File: config.mk
export PLATFORM = sky130hd
export DESIGN_NAME = inst_fetch
export DESIGN_NICKNAME = d
export VERILOG_FILES = /design/src/rtl/inst_fetch.sv
export SDC_FILE = /design/constraint.sdc
export NUM_CORES = 1
export LEC_CHECK = 0
export BUFFER_PORTS_ARGS = -buffer_cell sky130_fd_sc_hd__buf_2
export CAP_MARGIN = 20
export CORE_MARGIN = 3
export CORE_UTILIZATION = 45
export CTS_BUF_LIST = sky130_fd_sc_hd__clkbuf_8
export CTS_CLUSTER_DIAMETER = 60
export DETAILED_ROUTE_END_ITERATION = 6
export GPL_ROUTABILITY_DRIVEN = 0
export HOLD_SLACK_MARGIN = 0.06
export REMOVE_ABC_BUFFERS = 1
export SKIP_LAST_GASP = 1
export SLEW_MARGIN = 20
export SYNTH_ARGS = -nofsm -noshare
export SYNTH_HDL_FRONTEND = slang
export SYNTH_SLANG_ARGS = --single-unit
File: constraint.sdc
create_clock -name clk_in -period 4.4 [get_ports clk_in]
set_clock_uncertainty 0.2 [all_clocks]
set_input_delay 0.44 -clock clk_in [delete_from_list [all_inputs] [get_ports clk_in]]
set_output_delay 0.44 -clock clk_in [all_outputs]
set_load 0.01 [all_outputs]
File: src/rtl/inst_fetch.sv
// Instruction fetch stage: one-outstanding icache requests, a small instruction
// queue with op-type pre-classification, and flush/redirect handling.
module inst_fetch #(
    parameter logic [31:0] RESET_PC = 32'h0000_0000,
    parameter int          IQ_DEPTH = 4,
    parameter int          IQ_AW    = 2
) (
    input  logic        clk_in,
    input  logic        rst_in,
    input  logic        rdy_in,
    output logic        ic_req_valid,
    output logic [31:0] ic_req_addr,
    input  logic        ic_resp_valid,
    input  logic [31:0] ic_resp_inst,
    input  logic        flush_in,
    input  logic [31:0] flush_pc,
    input  logic        dc_stall,
    output logic        if_to_dc_ready,
    output logic [31:0] if_to_dc_PC,
    output logic [31:0] if_to_dc_inst,
    output logic [3:0]  if_to_dc_opType
);

    localparam logic [IQ_AW:0]   DEPTH_C = (IQ_AW + 1)'(IQ_DEPTH);
    localparam logic [IQ_AW:0]   CNT_ONE = 1;
    localparam logic [IQ_AW-1:0] PTR_ONE = 1;

    logic [31:0]      pc;
    logic [31:0]      req_pc;
    logic             inflight;
    logic             drop;
    logic [IQ_AW-1:0] head;
    logic [IQ_AW-1:0] tail;
    logic [IQ_AW:0]   count;

    logic [31:0] q_pc   [IQ_DEPTH];
    logic [31:0] q_inst [IQ_DEPTH];
    logic [3:0]  q_op   [IQ_DEPTH];

    logic do_issue;
    logic resp_take;
    logic do_push;
    logic do_pop;

    function automatic logic [3:0] classify(input logic [6:0] opc);
        case (opc)
            7'b0110011: classify = 4'd0;
            7'b0010011: classify = 4'd1;
            7'b0000011: classify = 4'd2;
            7'b0100011: classify = 4'd3;
            7'b1100011: classify = 4'd4;
            7'b1101111: classify = 4'd5;
            7'b1100111: classify = 4'd6;
            7'b0110111: classify = 4'd7;
            7'b0010111: classify = 4'd8;
            default:    classify = 4'd15;
        endcase
    endfunction

    // Handshake: the decoder takes the head in any cycle where ready is high
    // and it is not stalling; rdy_in low freezes the pop as well.
    assign if_to_dc_ready  = (count != '0) & ~flush_in;
    assign if_to_dc_PC     = q_pc[head];
    assign if_to_dc_inst   = q_inst[head];
    assign if_to_dc_opType = q_op[head];

    // Requests only go out with no response pending, so a full queue can never be overrun.
    assign do_issue  = rdy_in & ~flush_in & ~inflight & (count < DEPTH_C);
    assign resp_take = ic_resp_valid & inflight;
    assign do_push   = resp_take & ~drop & ~flush_in;
    assign do_pop    = if_to_dc_ready & ~dc_stall & rdy_in;

    always_ff @(posedge clk_in or negedge rst_in) begin
        if (!rst_in) begin
            pc           <= RESET_PC;
            req_pc       <= '0;
            inflight     <= 1'b0;
            drop         <= 1'b0;
            head         <= '0;
            tail         <= '0;
            count        <= '0;
            ic_req_valid <= 1'b0;
            ic_req_addr  <= '0;
            for (int i = 0; i < IQ_DEPTH; i++) begin
                q_pc[i]   <= '0;
                q_inst[i] <= '0;
                q_op[i]   <= '0;
            end
        end else begin
            ic_req_valid <= do_issue;
            if (flush_in) begin
                head     <= '0;
                tail     <= '0;
                count    <= '0;
                pc       <= flush_pc;
                // A request still outstanding after this cycle must have its data discarded.
                inflight <= inflight & ~ic_resp_valid;
                drop     <= inflight & ~ic_resp_valid;
            end else begin
                if (do_issue) begin
                    ic_req_addr <= pc;
                    req_pc      <= pc;
                    pc          <= pc + 32'd4;
                    inflight    <= 1'b1;
                end else if (resp_take) begin
                    inflight <= 1'b0;
                    drop     <= 1'b0;
                end
                if (do_push) begin
                    q_pc[tail]   <= req_pc;
                    q_inst[tail] <= ic_resp_inst;
                    q_op[tail]   <= classify(ic_resp_inst[6:0]);
                    tail         <= tail + PTR_ONE;
                end
                if (do_pop) begin
                    head <= head + PTR_ONE;
                end
                case ({do_push, do_pop})
                    2'b10:   count <= count + CNT_ONE;
                    2'b01:   count <= count - CNT_ONE;
                    default: count <= count;
                endcase
            end
        end
    end

endmodule

==> impl_table.tex <==
\begin{tabular}{lr}
\hline
Metric & Value \\
\hline
\multicolumn{2}{l}{\textbf{Outcome}} \\
\quad Run status & finished, final reports clean \\
\multicolumn{2}{l}{\textbf{Power}} \\
\quad Fraction of power consumed by sequential logic & 46.8\% \\
\quad Power density over cell area & 470 nW/um2 \\
\quad Combinational power share & around a fifth \\
\quad Switching part of the total & 27.8\% \\
\quad Peak supply drop & approximately 0.00026 V \\
\quad Leak Pwr & around 8.9 nW \\
\quad Fraction of power consumed by the clock network & roughly a third \\
\quad Internal cell power & roughly 6.3 mW \\
\quad NetSw & 2.42 mW \\
\multicolumn{2}{l}{\textbf{Final layout}} \\
\quad Leading cell types in the layout, fill and taps excluded & 344 x sky130\_fd\_sc\_hd\_\_dfrtp\_1, 288 x sky130\_fd\_sc\_hd\_\_mux2\_2, 170 x sky130\_fd\_sc\_hd\_\_buf\_2, 79 x sky130\_fd\_sc\_hd\_\_clkbuf\_8, 68 x sky130\_fd\_sc\_hd\_\_mux4\_2 \\
\quad P\&R area growth vs syn & 21.5\% \\
\quad Number of standard cells in the layout, taps in and fillers out & 1772 \\
\quad Antenna cells & 0 \\
\quad Final net count & around 1400 \\
\quad Layout cells sized above 1 & 48.6\% \\
\quad Commonest non-fill, non-tap cell in the layout & sky130\_fd\_sc\_hd\_\_dfrtp\_1 \\
\multicolumn{2}{l}{\textbf{Synth}} \\
\quad Number of instances in the synthesized netlist & between 1000 and 1500 \\
\quad Flip-flop cell with the highest count after synthesis & sky130\_fd\_sc\_hd\_\_dfrtp\_1 \\
\quad Proportion of netlist area held by the largest area contributor & a little under three fifths \\
\quad Arithmetic-cell share of the synthesized area counting full adders, half adders and majority gates & 0.542\% \\
\quad Synthesis warning total & 0 \\
\quad Synthesized-area fraction occupied by ao, oa, aoi and oai cells & roughly 2.3\% \\
\quad Count of flip-flops with a built-in enable after synthesis & 0 \\
\quad Syn\_area\_per\_cell & $\sim$15 um2 \\
\quad Post-Synth XOR/XNOR Area & $\sim$1.9\% \\
\quad Number of synthesized register bits & between 300 and 400 \\
\quad Post-synthesis cell type with the largest combined area & sky130\_fd\_sc\_hd\_\_dfrtp\_1 \\
\quad Netlist Area Pre-Place & 15200 um2 \\
\quad Combinational family with the most area after synthesis & multiplexers \\
\quad Post-synthesis share of cell area spent on and, or, nand and nor gates & 4.99\% \\
\quad FFs w/ async S/R, synth & between 90\% and 100\% \\
\quad Count of different cell masters after synthesis & 49 \\
\quad Sequential fraction of the synthesis area & a little under three fifths \\
\quad Leading cell types by total area after synthesis & sky130\_fd\_sc\_hd\_\_dfrtp\_1 57\%, sky130\_fd\_sc\_hd\_\_mux2\_2 21\%, sky130\_fd\_sc\_hd\_\_mux4\_2 10\% \\
\quad Post-synthesis mux area share & between 30\% and 40\% \\
\multicolumn{2}{l}{\textbf{Worst hold path}} \\
\quad Launch instance of the worst min-delay path & dc\_stall \\
\quad Worst min-delay path endpoint & count[1] \\
\quad Classification of the worst-slack hold path & in -> reg \\
\quad Hold Path Depth & 5 \\
\multicolumn{2}{l}{\textbf{Detailed routing}} \\
\quad 1st-pass router iterations & 4 \\
\quad Aggregate routed wire length & 34.4 mm \\
\quad Post-detailed-route count of antenna-violating nets & 0 \\
\quad Via-to-Cell Ratio & roughly 5.3 \\
\quad Average wire per standard cell & $\sim$19 um \\
\quad Via count & roughly 9400 \\
\quad First-iteration detailed-routing DRC count & 387 \\
\quad Post-route DRC violation count & 0 \\
\multicolumn{2}{l}{\textbf{Global routing}} \\
\quad First-pass GRT wire length & about 56 mm \\
\quad All-Layer GR Usage & between 10\% and 20\% \\
\quad Gr busiest metal & met2 \\
\quad Largest net degree at the start of global routing & 126 \\
\quad Initial antenna violation count & 0 \\
\quad Routing usage on met1 & between 20\% and 30\% \\
\quad Number of global-route vias before repair & between 9000 and 10000 \\
\quad Fraction of met3 tracks used by global routing & between 3 and 4\% \\
\quad Remaining global-route overflow & 0 \\
\quad Met2 Track Usage GR & 30.6\% \\
\multicolumn{2}{l}{\textbf{Die}} \\
\quad X dimension of the die & 190 um \\
\quad CORE AREA & roughly 33000 um2 \\
\quad Row count & 66 \\
\quad Die Height & 190 um \\
\quad Die Area & roughly 36000 um2 \\
\quad Initial core utilization & between 40\% and 50\% \\
\quad Num ports & around 170 \\
\multicolumn{2}{l}{\textbf{STA}} \\
\quad Setup repair after global routing missed its margin & no \\
\quad Setup TNS & 0 ns \\
\quad Final Hold Vio Count & 0 \\
\quad Tcrit/Tclk final & between 70\% and 80\% \\
\quad Relative slew margins & between 30\% and 40\% \\
\quad Worst slew pin tran & 1.02 ns \\
\quad Post-layout minimum cycle time & 3.27 ns \\
\quad Slew Limit Fails & 0 \\
\quad Final setup fails & 0 \\
\quad Fmax achieved & between 0.3 and 0.4 GHz \\
\multicolumn{2}{l}{\textbf{CTS}} \\
\quad Clock Path Buffers & 3 \\
\quad TritonCTS clock tree & yes \\
\quad Clk root buf & sky130\_fd\_sc\_hd\_\_clkbuf\_8 \\
\quad Clock latency on the worst-skew pair & 0.60 ns \\
\quad Clock tree sinks & 346 \\
\quad Clock-pin transition on the worst setup and hold timing paths & $\sim$0.07 ns \\
\quad Number of H-tree branching levels & 2 \\
\quad Number of buffers inserted during clock tree synthesis & just under 60 \\
\multicolumn{2}{l}{\textbf{Critical path}} \\
\quad Capture point of the worst reg-to-reg path & q\_inst[123] \\
\quad Worst EP arrival & $\sim$2.6 ns \\
\quad Worst endpoint required time & between 3 and 4 ns \\
\quad Critical-path maximum fanout & 33 \\
\quad Startpoint type of the worst setup path & flip-flop \\
\quad R2R depth & 5 \\
\quad Critical R2R Launch & inflight \\
\quad Worst Setup Path Type & reg -> out \\
\quad Sort of element at the end of the critical path & output pin \\
\quad Reg-to-reg slack, setup & 1.63 ns \\
\multicolumn{2}{l}{\textbf{Placed design}} \\
\quad Dpl cells & between 1500 and 2000 \\
\quad Number of port buffers & 171 \\
\quad Final HPWL DP & between 20 and 25 mm \\
\multicolumn{2}{l}{\textbf{Job}} \\
\quad Number of violations of the max-capacitance limit & 0 \\
\hline
\end{tabular}
## synth_stat cells (2+ instances only)
cell,n
sky130_fd_sc_hd__nand2_1,68
sky130_fd_sc_hd__o21ai_1,14
sky130_fd_sc_hd__nor4b_1,2
sky130_fd_sc_hd__nor2_1,12
sky130_fd_sc_hd__nor2b_1,2
sky130_fd_sc_hd__nor3_1,11
sky130_fd_sc_hd__and3_1,8
sky130_fd_sc_hd__nor4_1,5
sky130_fd_sc_hd__a21oi_1,5
sky130_fd_sc_hd__nand2b_1,3
sky130_fd_sc_hd__buf_1,6
sky130_fd_sc_hd__buf_2,7
sky130_fd_sc_hd__mux4_2,68
sky130_fd_sc_hd__a22oi_1,2
sky130_fd_sc_hd__xnor2_1,16
sky130_fd_sc_hd__nor4bb_1,2
sky130_fd_sc_hd__inv_1,7
sky130_fd_sc_hd__clkbuf_1,51
sky130_fd_sc_hd__mux2_2,288
sky130_fd_sc_hd__dfrtp_1,346
sky130_fd_sc_hd__xor2_1,17
sky130_fd_sc_hd__mux2i_1,3
sky130_fd_sc_hd__o21ai_0,37
sky130_fd_sc_hd__ha_1,5
sky130_fd_sc_hd__nand4_1,7
sky130_fd_sc_hd__nor4_2,3
sky130_fd_sc_hd__nand3_1,15
## repair_timing
item,CTS,global route
endpoints found under the hold margin,281,0
resized for setup,0,0
hold buffers,66,0
setup buffers,0,0
## sequential cells by signal, summed over array words and instances (netlist names)
name and flops:
count 3, drop 1, head 2, ic_req_valid 1, inflight 1, pc 32, q_inst 128, q_op 16
q_pc 128, req_pc 32, tail 2
## critical path: stages (launching register included)
cell and delay [ns]:
sky130_fd_sc_hd__dfrtp_4 0.89, sky130_fd_sc_hd__buf_4 0.40, sky130_fd_sc_hd__mux4_2 0.55, sky130_fd_sc_hd__buf_2 0.16
## area by class of cell
class                   instances  area (um2)
fillers                      2766       14400
well taps                     442         553
flip-flops and latches        346        8670
clock inverters                27         114
inverters                       7        26.3
multi-input cells             614        6330
clock buffers                  79        1090
repair buffers                257        1730
## kinds of logic after synthesis
group,Yosys count
xor+xnor,33
fa+ha+maj,6
compound gates,66
simple gates,150
mux,359
flops,346
buf+inv,72
## power groups by stage
stage	clock, mW	sequential (mW)	combinational, mW
after floorplan	0	4.03	1.04
after global placement	0	4.11	1.73
after detailed placement	0	4.12	1.75
after CTS	2.95	4.07	1.81
after global routing	3.12	4.15	1.93
final	2.86	4.07	1.77
## worst max-delay path by stage
stage | start | end | slack, ns | cells after the start
after global routing | head[0] | if_to_dc_PC[31] | 0.93 | 3
after floorplan | head[0] | if_to_dc_PC[0] | 0.32 | 1
after CTS | head[0] | if_to_dc_PC[31] | 1.00 | 3
final | head[0] | if_to_dc_PC[4] | 1.13 | 3
after global placement | ic_resp_valid | q_inst[116] | 1.11 | 6
after detailed placement | ic_resp_valid | q_inst[124] | 1.04 | 6
## per-layer routing
metal  wire, um  share of wire, %
met5          0                 0
met4        572               1.7
met3       1510               4.4
met2      16100                47
met1      16200                47
## stage by stage
| stage | power (mW) | area [um2] | setup slack [ns] | utilization (%) | hold slack, ns |
|---|---|---|---|---|---|
| 4_1_cts | 8.83 | 18500 | 1.00 | 56.2 | 0.105 |
| 2_1_floorplan | 5.07 | 15000 | 0.324 | - | -0.0556 |
| 5_1_grt | 9.19 | 18500 | 0.926 | 56.2 | 0.150 |
| 3_3_place_gp | 5.84 | 16600 | 1.11 | 50.5 | 0.257 |
| 6_report | 8.69 | 18500 | 1.13 | 56.2 | 0.133 |
| 3_5_place_dp | 5.88 | 16600 | 1.04 | 50.5 | 0.265 |
Power figures use the tool's default switching activity.
